--- config.mk ---
export PLATFORM = sky130hd
export DESIGN_NAME = mouse_master_sm
export DESIGN_NICKNAME = d
export VERILOG_FILES = /design/src/rtl/mouse_master_sm.sv
export SDC_FILE = /design/constraint.sdc
export NUM_CORES = 1
export LEC_CHECK = 0
export CAP_MARGIN = 20
export CELL_PAD_IN_SITES_DETAIL_PLACEMENT = 0
export CELL_PAD_IN_SITES_GLOBAL_PLACEMENT = 1
export CORE_AREA = 10 10 104 106
export CTS_CLUSTER_DIAMETER = 40
export DETAILED_ROUTE_END_ITERATION = 8
export DIE_AREA = 0 0 114 116
export PLACE_DENSITY = 0.94
export SLEW_MARGIN = 20
export SYNTH_ARGS = -nofsm -noshare
export SYNTH_HDL_FRONTEND = slang
export SYNTH_SLANG_ARGS = --single-unit
--- constraint.sdc ---
create_clock -name CLK -period 6.6 [get_ports CLK]
set_input_delay 1.65 -clock CLK [delete_from_list [all_inputs] [get_ports CLK]]
set_output_delay 1.65 -clock CLK [all_outputs]
set_load 0.01 [all_outputs]
--- src/rtl/mouse_master_sm.sv ---
// mouse_master_sm: top-level PS/2 mouse sequencer.
// Runs the power-up handshake (reset, ACK, self-test, ID, enable, ACK).
// It then assembles 3-byte movement packets and pulses SEND_INTERRUPT
// once for each complete, error-free packet.
module mouse_master_sm #(
    parameter int unsigned INIT_WAIT_CYCLES    = 1000000,
    parameter int unsigned RESP_TIMEOUT_CYCLES = 5000000,
    parameter logic [7:0]  CMD_RESET           = 8'hFF,
    parameter logic [7:0]  CMD_ENABLE          = 8'hF4
) (
    input  logic       CLK,
    input  logic       RESET,
    output logic       SEND_BYTE,
    output logic [7:0] BYTE_TO_SEND,
    input  logic       BYTE_SENT,
    output logic       READ_ENABLE,
    input  logic [7:0] BYTE_READ,
    input  logic [1:0] BYTE_ERROR_CODE,
    input  logic       BYTE_READY,
    output logic [7:0] MOUSE_STATUS,
    output logic [7:0] MOUSE_DX,
    output logic [7:0] MOUSE_DY,
    output logic       SEND_INTERRUPT,
    output logic       INIT_DONE,
    output logic [3:0] MASTER_STATE
);

    localparam logic [3:0] S_INIT          = 4'd0;
    localparam logic [3:0] S_SEND_RST      = 4'd1;
    localparam logic [3:0] S_WAIT_RST_SENT = 4'd2;
    localparam logic [3:0] S_ACK_RST       = 4'd3;
    localparam logic [3:0] S_SELFTEST      = 4'd4;
    localparam logic [3:0] S_ID            = 4'd5;
    localparam logic [3:0] S_SEND_EN       = 4'd6;
    localparam logic [3:0] S_WAIT_EN_SENT  = 4'd7;
    localparam logic [3:0] S_ACK_EN        = 4'd8;
    localparam logic [3:0] S_PKT1          = 4'd9;
    localparam logic [3:0] S_PKT2          = 4'd10;
    localparam logic [3:0] S_PKT3          = 4'd11;
    localparam logic [3:0] S_IRQ           = 4'd12;

    logic [3:0]  r_state;
    logic [3:0]  w_next;
    logic [31:0] r_cnt;
    logic [7:0]  r_sh_status;
    logic [7:0]  r_sh_dx;
    logic        w_rx_ok;
    logic        w_init_exp;
    logic        w_resp_exp;

    assign w_rx_ok    = BYTE_READY && (BYTE_ERROR_CODE == 2'b00);
    assign w_init_exp = (r_cnt == INIT_WAIT_CYCLES - 32'd1);
    assign w_resp_exp = (r_cnt == RESP_TIMEOUT_CYCLES - 32'd1);

    // Next-state decode; an arriving byte always takes priority over a timeout.
    always_comb begin
        w_next = r_state;
        case (r_state)
            S_INIT:          if (w_init_exp) w_next = S_SEND_RST;
            S_SEND_RST:      w_next = S_WAIT_RST_SENT;
            S_WAIT_RST_SENT: begin
                if (BYTE_SENT)       w_next = S_ACK_RST;
                else if (w_resp_exp) w_next = S_INIT;
            end
            S_ACK_RST: begin
                if (BYTE_READY)      w_next = (w_rx_ok && BYTE_READ == 8'hFA) ? S_SELFTEST : S_INIT;
                else if (w_resp_exp) w_next = S_INIT;
            end
            S_SELFTEST: begin
                if (BYTE_READY)      w_next = (w_rx_ok && BYTE_READ == 8'hAA) ? S_ID : S_INIT;
                else if (w_resp_exp) w_next = S_INIT;
            end
            S_ID: begin
                if (BYTE_READY)      w_next = (w_rx_ok && BYTE_READ == 8'h00) ? S_SEND_EN : S_INIT;
                else if (w_resp_exp) w_next = S_INIT;
            end
            S_SEND_EN:       w_next = S_WAIT_EN_SENT;
            S_WAIT_EN_SENT: begin
                if (BYTE_SENT)       w_next = S_ACK_EN;
                else if (w_resp_exp) w_next = S_INIT;
            end
            S_ACK_EN: begin
                if (BYTE_READY)      w_next = (w_rx_ok && BYTE_READ == 8'hFA) ? S_PKT1 : S_INIT;
                else if (w_resp_exp) w_next = S_INIT;
            end
            // Packet byte 1 must carry the always-one bit 3; anything else is
            // dropped so the stream resynchronises on a plausible header.
            S_PKT1:          if (w_rx_ok && BYTE_READ[3]) w_next = S_PKT2;
            S_PKT2: begin
                if (BYTE_READY)      w_next = w_rx_ok ? S_PKT3 : S_PKT1;
                else if (w_resp_exp) w_next = S_PKT1;
            end
            S_PKT3: begin
                if (BYTE_READY)      w_next = w_rx_ok ? S_IRQ : S_PKT1;
                else if (w_resp_exp) w_next = S_PKT1;
            end
            S_IRQ:           w_next = S_PKT1;
            default:         w_next = S_INIT;
        endcase
    end

    // State register and shared cycle counter (cleared on every state change).
    always_ff @(posedge CLK or negedge RESET) begin
        if (!RESET) begin
            r_state <= S_INIT;
            r_cnt   <= 32'd0;
        end else begin
            r_state <= w_next;
            r_cnt   <= (w_next != r_state) ? 32'd0 : r_cnt + 32'd1;
        end
    end

    // Registered outputs, decoded from the next state so they line up with MASTER_STATE.
    always_ff @(posedge CLK or negedge RESET) begin
        if (!RESET) begin
            SEND_BYTE      <= 1'b0;
            BYTE_TO_SEND   <= 8'h00;
            READ_ENABLE    <= 1'b0;
            INIT_DONE      <= 1'b0;
            SEND_INTERRUPT <= 1'b0;
            MOUSE_STATUS   <= 8'h00;
            MOUSE_DX       <= 8'h00;
            MOUSE_DY       <= 8'h00;
        end else begin
            SEND_BYTE      <= (w_next == S_SEND_RST) || (w_next == S_SEND_EN);
            READ_ENABLE    <= (w_next == S_ACK_RST) || (w_next == S_SELFTEST) ||
                              (w_next == S_ID) || (w_next == S_ACK_EN) ||
                              (w_next == S_PKT1) || (w_next == S_PKT2) || (w_next == S_PKT3);
            INIT_DONE      <= (w_next >= S_PKT1) && (w_next <= S_IRQ);
            SEND_INTERRUPT <= (w_next == S_IRQ);
            if (w_next == S_SEND_RST)
                BYTE_TO_SEND <= CMD_RESET;
            else if (w_next == S_SEND_EN)
                BYTE_TO_SEND <= CMD_ENABLE;
            // The packet becomes visible in the IRQ cycle itself; the DY byte is
            // taken straight from the receiver since it arrives on that same edge.
            if (r_state == S_PKT3 && w_next == S_IRQ) begin
                MOUSE_STATUS <= r_sh_status;
                MOUSE_DX     <= r_sh_dx;
                MOUSE_DY     <= BYTE_READ;
            end
        end
    end

    // Shadow registers for the first two packet bytes (pure data, no reset needed).
    always_ff @(posedge CLK) begin
        if (r_state == S_PKT1 && w_next == S_PKT2)
            r_sh_status <= BYTE_READ;
        if (r_state == S_PKT2 && w_next == S_PKT3)
            r_sh_dx <= BYTE_READ;
    end

    assign MASTER_STATE = r_state;

endmodule
==> flow_summary.ini <==
[clock_network]
cts_hold_buf = 0
cts_setup_buffers = 0
clockBufferDepth = 2
clock_latency_ps = 360
htreeDepth = 3
path_clk_slew_ps = 90
cts_sinks = 82
cts_root_buffer = clkbuf_8
cts_inserted_buffers = 9
cts_tree = built
cts_resized = 0

[worst_setup_path]
slowest_delay_ps = 820
end_kind = flip-flop
crit_arrival_ps = 4330
worstPathRequired_ps = 6620
worstSetupPathType = in -> reg
critical_path.top_delay_family = simple AND/OR/NAND/NOR gates
critPathMaxFanout = 15
path_buf_inv = 2
slowest_stage = clkdlybuf4s50_1
start_kind = primary input
crit_chain = clkdlybuf4s50_1 -> nor3b_1 -> nand4_1 -> o21ai_0 -> nor2_1 -> o21a_1 -> inv_1 -> and3_1

[finish]
diodes = 0
nets = 421
syn2layout_area_growth_pct = 18.56
final_cells = 519
n_fill_cell = 750
drive_gt1_share_pct = 17.03

[place]
gp_congestion = 0.8711
dpl.cell_count = 503
io_buffers = 53
dp_hpwl_mm = 6.127
dp_slack_ps = 1964

[logic_synthesis]
yosysWarnings = 0
synthCells = 360
syn_area_per_cell_um2 = 11.22
synthesis.area_mm2 = 0.004038
async_flop_share_pct = 80.49
synth.top_cell.area_share_pct = 40.90
ys_top_cells_by_area = dfrtp_1 41%, edfxtp_1 12%, mux2_2 6.7%
synth_top_area_cell = dfrtp_1
synth_cell_types = 63
synth_edf_count = 16
synthFlopType = dfrtp_1
synth-seq-cells = 82
ys_seq_area_share_pct = 52.80
synth.net_count = 375
ys_top_cells_by_count = 66 x dfrtp_1, 38 x nor2_1, 25 x nand2_1
post-synth-top-count-cell = dfrtp_1

[route]
dr.pass1.iters = 4
wirelength_mm = 8.584
drc = 0
vias = 2853
postRouteAntennaNets = 0
wl_per_cell_um = 16.54
vias_per_cell = 5.497
drt_iter0_drc = 157

[power_and_ir_drop]
powerDensity_mw_per_mm2 = 262.8
p_leak_nw = 1.978
vdd_drop_max_v = 0.0002300

[timing]
min_period_ps = 4307
setup_tns_ps = 0
relSlewSlack_pct = 45.28
drv_slew = 0
setup_violations = 0
finalHoldViolations = 0
whs_ps = 481.1
worst_slack_ps = 2293
max_freq_ghz = 0.2322
rsz0062_at_grt = no
tightest_slew_ps = 820.8
period_share_pct = 65.26
clock_skew_ps = 8.886

[die]
die_w_um = 114
dieHeight_um = 116
row_count = 34
coreArea_mm2 = 0.008678
fp.dieArea_mm2 = 0.01322
initial_core_util_pct = 46.53
boundaryPins = 54

[global_route]
grt_first_pass_wirelength_mm = 14.45
grt.total_usage_pct = 13.34
grt_max_degree = 67
grt_pass1_vias = 2820
grt-ovfl-total = 0
antenna_found_initial = 0

[job]
max_cap_viol_count = 0

[hold_path]
hold_class = reg -> reg

[status]
run_status = finished, final reports clean
[sequential cells by signal, indices dropped and copies added, names as in the netlist]
name,cells
READ_ENABLE,1
r_cnt,32
BYTE_TO_SEND,2
INIT_DONE,1
MOUSE_STATUS,8
MOUSE_DX,8
r_sh_dx,8
MASTER_STATE,4
SEND_INTERRUPT,1
MOUSE_DY,8
r_sh_status,8
SEND_BYTE,1
[cells by family (layout without fill, tap and decap cells)]
kind of cell    after synthesis  after routing  synth area share [%]
flops                        82             82                 52.80
mux                          25             25                 6.941
fa+ha+maj                     1              1                0.3098
simple gates                149            149                 21.01
xor+xnor                     31             31                 6.725
compound gates               44             44                 8.243
buf+inv                      28             79                 3.966
[metrics by stage]
stage | power, mW | area (um2) | util, %
5_1_grt | 1.329 | 4787 | 55.16
4_1_cts | 1.270 | 4787 | 55.16
2_1_floorplan | 0.8498 | 4038 | -
3_3_place_gp | 0.9177 | 4586 | 52.84
6_report | 1.258 | 4787 | 55.16
3_5_place_dp | 0.9176 | 4591 | 52.90
[layout make-up]
class / count / area (um2) / area share (%)
multi-input cells: 250 / 1753 / 36.62
flip-flops and latches: 82 / 2132 / 44.54
well taps: 108 / 135.1 / 2.823
clock inverters: 7 / 72.57 / 1.516
inverters: 8 / 30.03 / 0.6273
clock buffers: 9 / 123.9 / 2.588
repair buffers: 55 / 540.5 / 11.29
[worst reg2reg max path, stage by stage, from the launching register on]
cell and delay [ps]:
dfrtp_1 840, nor4bb_1 380, nand4_1 280, o21ai_0 220
nor2_1 80, o21a_1 220, inv_1 80, and3_1 410
[layer usage]
layer / vias up / global-route usage (%) / part of all wire (%)
li1: 1380 / - / -
met1: 1394 / 17.60 / 46
met2: 70 / 21.11 / 48
met3: 9 / 3.256 / 5.4
met4: 0 / 4.261 / 0.76
met5: - / 0 / 0
[final timing paths]
kind | slack [ps] | cells after the start | from | end
hold reg to reg | 480 | 1 | r_sh_status[6] | MOUSE_STATUS[6]
setup reg to reg | 3750 | 7 | MASTER_STATE[2] | r_sh_status[7]
max in group asynchronous | 4600 | 2 | RESET | INIT_DONE
setup / recovery | 2290 | 8 | BYTE_READY | r_sh_status[7]
min in group asynchronous | 1440 | 2 | RESET | MOUSE_DY[0]
hold / removal | 480 | 1 | r_sh_status[6] | MOUSE_STATUS[6]
[power by group]
group          total, mW  switching [mW]  internal, mW
clock network      0.351           0.204         0.147
logic              0.323           0.204         0.119
registers          0.584          0.0470         0.537
[cells in the final DEF, fill, tap and decap left out, types with 2 or more instances in the layout]
cell,synthesis,layout
a31oi_1,2,2
and3_1,12,12
dfrtp_1,66,66
xnor2_1,15,15
nor3_1,3,3
clkdlybuf4s50_1,0,52
nor3b_1,4,4
nor2_2,10,10
nor2_1,38,37
nand2b_1,4,4
nor4_1,9,9
and3_2,2,2
inv_1,8,8
a41oi_1,2,2
clkinvlp_4,0,3
edfxtp_1,16,16
and4_2,2,2
o211ai_1,2,2
buf_4,6,2
and4_1,3,3
nor4b_1,2,2
nand4bb_1,2,2
mux2_2,24,24
nand4_1,6,6
o21bai_1,2,2
o211ai_2,2,2
xor2_1,16,16
nand2_1,25,25
clkbuf_8,0,9
a21oi_1,6,6
nand3_1,13,13
inv_8,0,3
o21ai_0,8,8
nor2b_1,4,4
nor4bb_1,2,2
a21bo_2,2,2
o21a_1,2,2
No activity file was read; power rests on OpenSTA's default activity.
==> patch: new RTL, same settings <==
Remove the register `SEND_INTERRUPT`: a continuous assignment takes its place, so the output `SEND_INTERRUPT` follows one clock earlier.
--- a/src/rtl/mouse_master_sm.sv
+++ b/src/rtl/mouse_master_sm.sv
@@ -118,5 +118,4 @@
             READ_ENABLE    <= 1'b0;
             INIT_DONE      <= 1'b0;
-            SEND_INTERRUPT <= 1'b0;
             MOUSE_STATUS   <= 8'h00;
             MOUSE_DX       <= 8'h00;
@@ -128,5 +127,4 @@
                               (w_next == S_PKT1) || (w_next == S_PKT2) || (w_next == S_PKT3);
             INIT_DONE      <= (w_next >= S_PKT1) && (w_next <= S_IRQ);
-            SEND_INTERRUPT <= (w_next == S_IRQ);
             if (w_next == S_SEND_RST)
                 BYTE_TO_SEND <= CMD_RESET;
@@ -143,4 +141,6 @@
     end
 
+    assign SEND_INTERRUPT = (w_next == S_IRQ);
+
     // Shadow registers for the first two packet bytes (pure data, no reset needed).
     always_ff @(posedge CLK) begin
Function: same outputs for any inputs over 10 cycles, from zero or initial values and one cycle with RESET low; that may be too few to reach the edited logic, so the function may still have changed.
==> patch against the original RTL <==
  * Via count is essentially flat
  * Final area grew 0.24%
  * Worst hold slack gained 1.3 ps
  * Synthesized area fell by 0.62%
  * Total power rose by 4.9%
  * Sequential power shrank 0.9%
  * Core utilization grew 0.13 points
  * Wire length up 1.8%
  * Cell count stayed put
  * First-iteration DRC count fell by 13%
  * Setup slack lost 1300 ps
  * Sequential cell count decreased by 1
  * Fmax decreased by 23%
==> patch: results (changes against the original RTL) <==
Worst hold path
  • Hold Path Class: flop to flop

Setup path
  • Arr. time, crit path: 3940 ps (-390 ps)
  • R2R setup slack: 3720 ps (-30 ps)
  • Max FO, Critical Path: 15 (unchanged)

CTS
  • Clk pin slew, worst setup/hold paths: 90 ps (about the same)
  • Clk_lat worst skew: 360 ps (about the same)
  • CTS root buf: clkbuf_8
  • Setup Fix Bufs, Post-CTS: 0 (unchanged)
  • Clk buf depth: 2 (unchanged)
  • Total CTS buffers: 9 (unchanged)
  • H-tree depth: 3 (unchanged)
  • CTS resizes: 0 (unchanged)

Logic synthesis
  • Synth top cells by count: dfrtp_1 (65), nor2_1 (38), nand2_1 (25)
  • Netlist cell types: 63 (unchanged)
  • EDFF count, synth: 16 (unchanged)
  • Syn_nets: 374 (-0.27%)
  • Register area share after synthesis: 0.5251 (-0.002943)
  • Main flop type after synthesis: dfrtp_1
  • Ranking of synthesized cells by area: dfrtp_1 (41%), edfxtp_1 (12%), mux2_2 (6.7%), nor2_1 (3.6%), xor2_1 (3.5%)
  • Post-synthesis async set-or-reset flop share: 0.8025 (-0.002409)

STA
  • Worst Max-Slew Pin Slew: 826.9 ps (+6.057 ps)
  • Smallest hold slack: 482.4 ps (+1.298 ps)
  • Setup Skew: 12.55 ps (+3.668 ps)

Layout
  • Antenna diodes: 0 (unchanged)
  • Max FFs per register: 32 (unchanged)
  • Nets: 421 (unchanged)
  • Largest register by flop count: r_cnt
  • Share of cells above drive strength 1: 0.1727 (+0.002433)

Place
  • GPL Wtd Cong: 0.9009 (+3.4%)
  • PortBufs: 53 (unchanged)
  • Post-DP HPWL: 6218 um (+1.5%)

Global routing
  • First-pass GRT wire length: 14630 um (+1.2%)
  • Pin count of the biggest net entering global routing: 66 (-1.5%)
  • Number of global-route vias before repair: 2882 (+2.2%)
  • GR Util All Layers: 0.1344 (+0.001066)

Drt
  • Pre-antenna DRT Iters: 4 (unchanged)
  • First DRT Iteration DRCs: 137 (-13%)
  • Total number of vias: 2851 (-0.070%)
  • Post-Route WL: 8741 um (+1.8%)

Power
  • Max rail drop VDD: 0.1858 mV (-19%)
  • Leak pwr: 0.001996 uW (+0.90%)

Run status
  • Status: complete, no violations
[patch: cell count changes after synthesis, sizes merged]
cell,change
dfrtp,-1
[patch: metrics by stage]
| step | std cells | power, uW | setup WS (ps) | instance area, um^2 |
|---|---|---|---|---|
| floorplan | 359 | 843.6 | 2165 | 4013 |
| global placement | 503 | 911.6 | 1109 | 4568 |
| detailed placement | 503 | 914.7 | 1047 | 4568 |
| CTS | 519 | 1333 | 1040 | 4798 |
| global route | 519 | 1399 | 889.1 | 4798 |
| finish | 519 | 1319 | 1009 | 4798 |
[patch: critical path: stages]
cell,delay (ps)
clkdlybuf4s50_1,830
nor3b_1,540
nand2_1,190
nor2_2,160
clkdlybuf4s50_1,570
[patch: final timing paths]
kind,start,endpoint,cells past startpoint
min in group asynchronous,RESET,MOUSE_DY[0],2
hold / removal,r_sh_dx[3],MOUSE_DX[3],1
setup reg to reg,MASTER_STATE[2],r_sh_status[6],7
hold reg to reg,r_sh_dx[3],MOUSE_DX[3],1
setup / recovery,BYTE_READY,SEND_INTERRUPT,5
max in group asynchronous,RESET,MOUSE_DX[4],2
[patch: layout make-up]
class	instances	area (um^2)
Sequential cell	81	2107
Multi-Input combinational cell	250	1748
Inverter	8	30.03
Clock buffer	9	123.9
Fill cell	777	3880
Clock inverter	7	106.4
Tap cell	108	135.1
Timing Repair Buffer	56	548.0
[patch: report_power, final]
part | internal [uW] | switching [uW]
clock | 220 | 197
combinational | 118 | 204
sequential | 531 | 47.9
total | 870 | 449
[patch: cell families (layout without fill, tap and decap cells)]
| kind of cell | after synthesis | in the layout | synth area share |
|---|---|---|---|
| AO/OA/AOI/OAI | 44 | 44 | 0.08295 |
| XOR/XNOR | 31 | 31 | 0.06766 |
| adder cells (fa/ha/maj) | 1 | 1 | 0.003118 |
| buffers and inverters | 28 | 80 | 0.03991 |
| flip-flops | 81 | 81 | 0.5251 |
| multiplexers | 25 | 25 | 0.06985 |
| AND/OR/NAND/NOR | 149 | 149 | 0.2114 |
[patch: per-layer routing]
metal  track usage  up-vias  wire, um
li1              -     1368         -
met1        0.1783     1396      4001
met2        0.2062       76      4129
met3       0.03256       11       488
met4       0.05597        0       121
met5             0        -         0
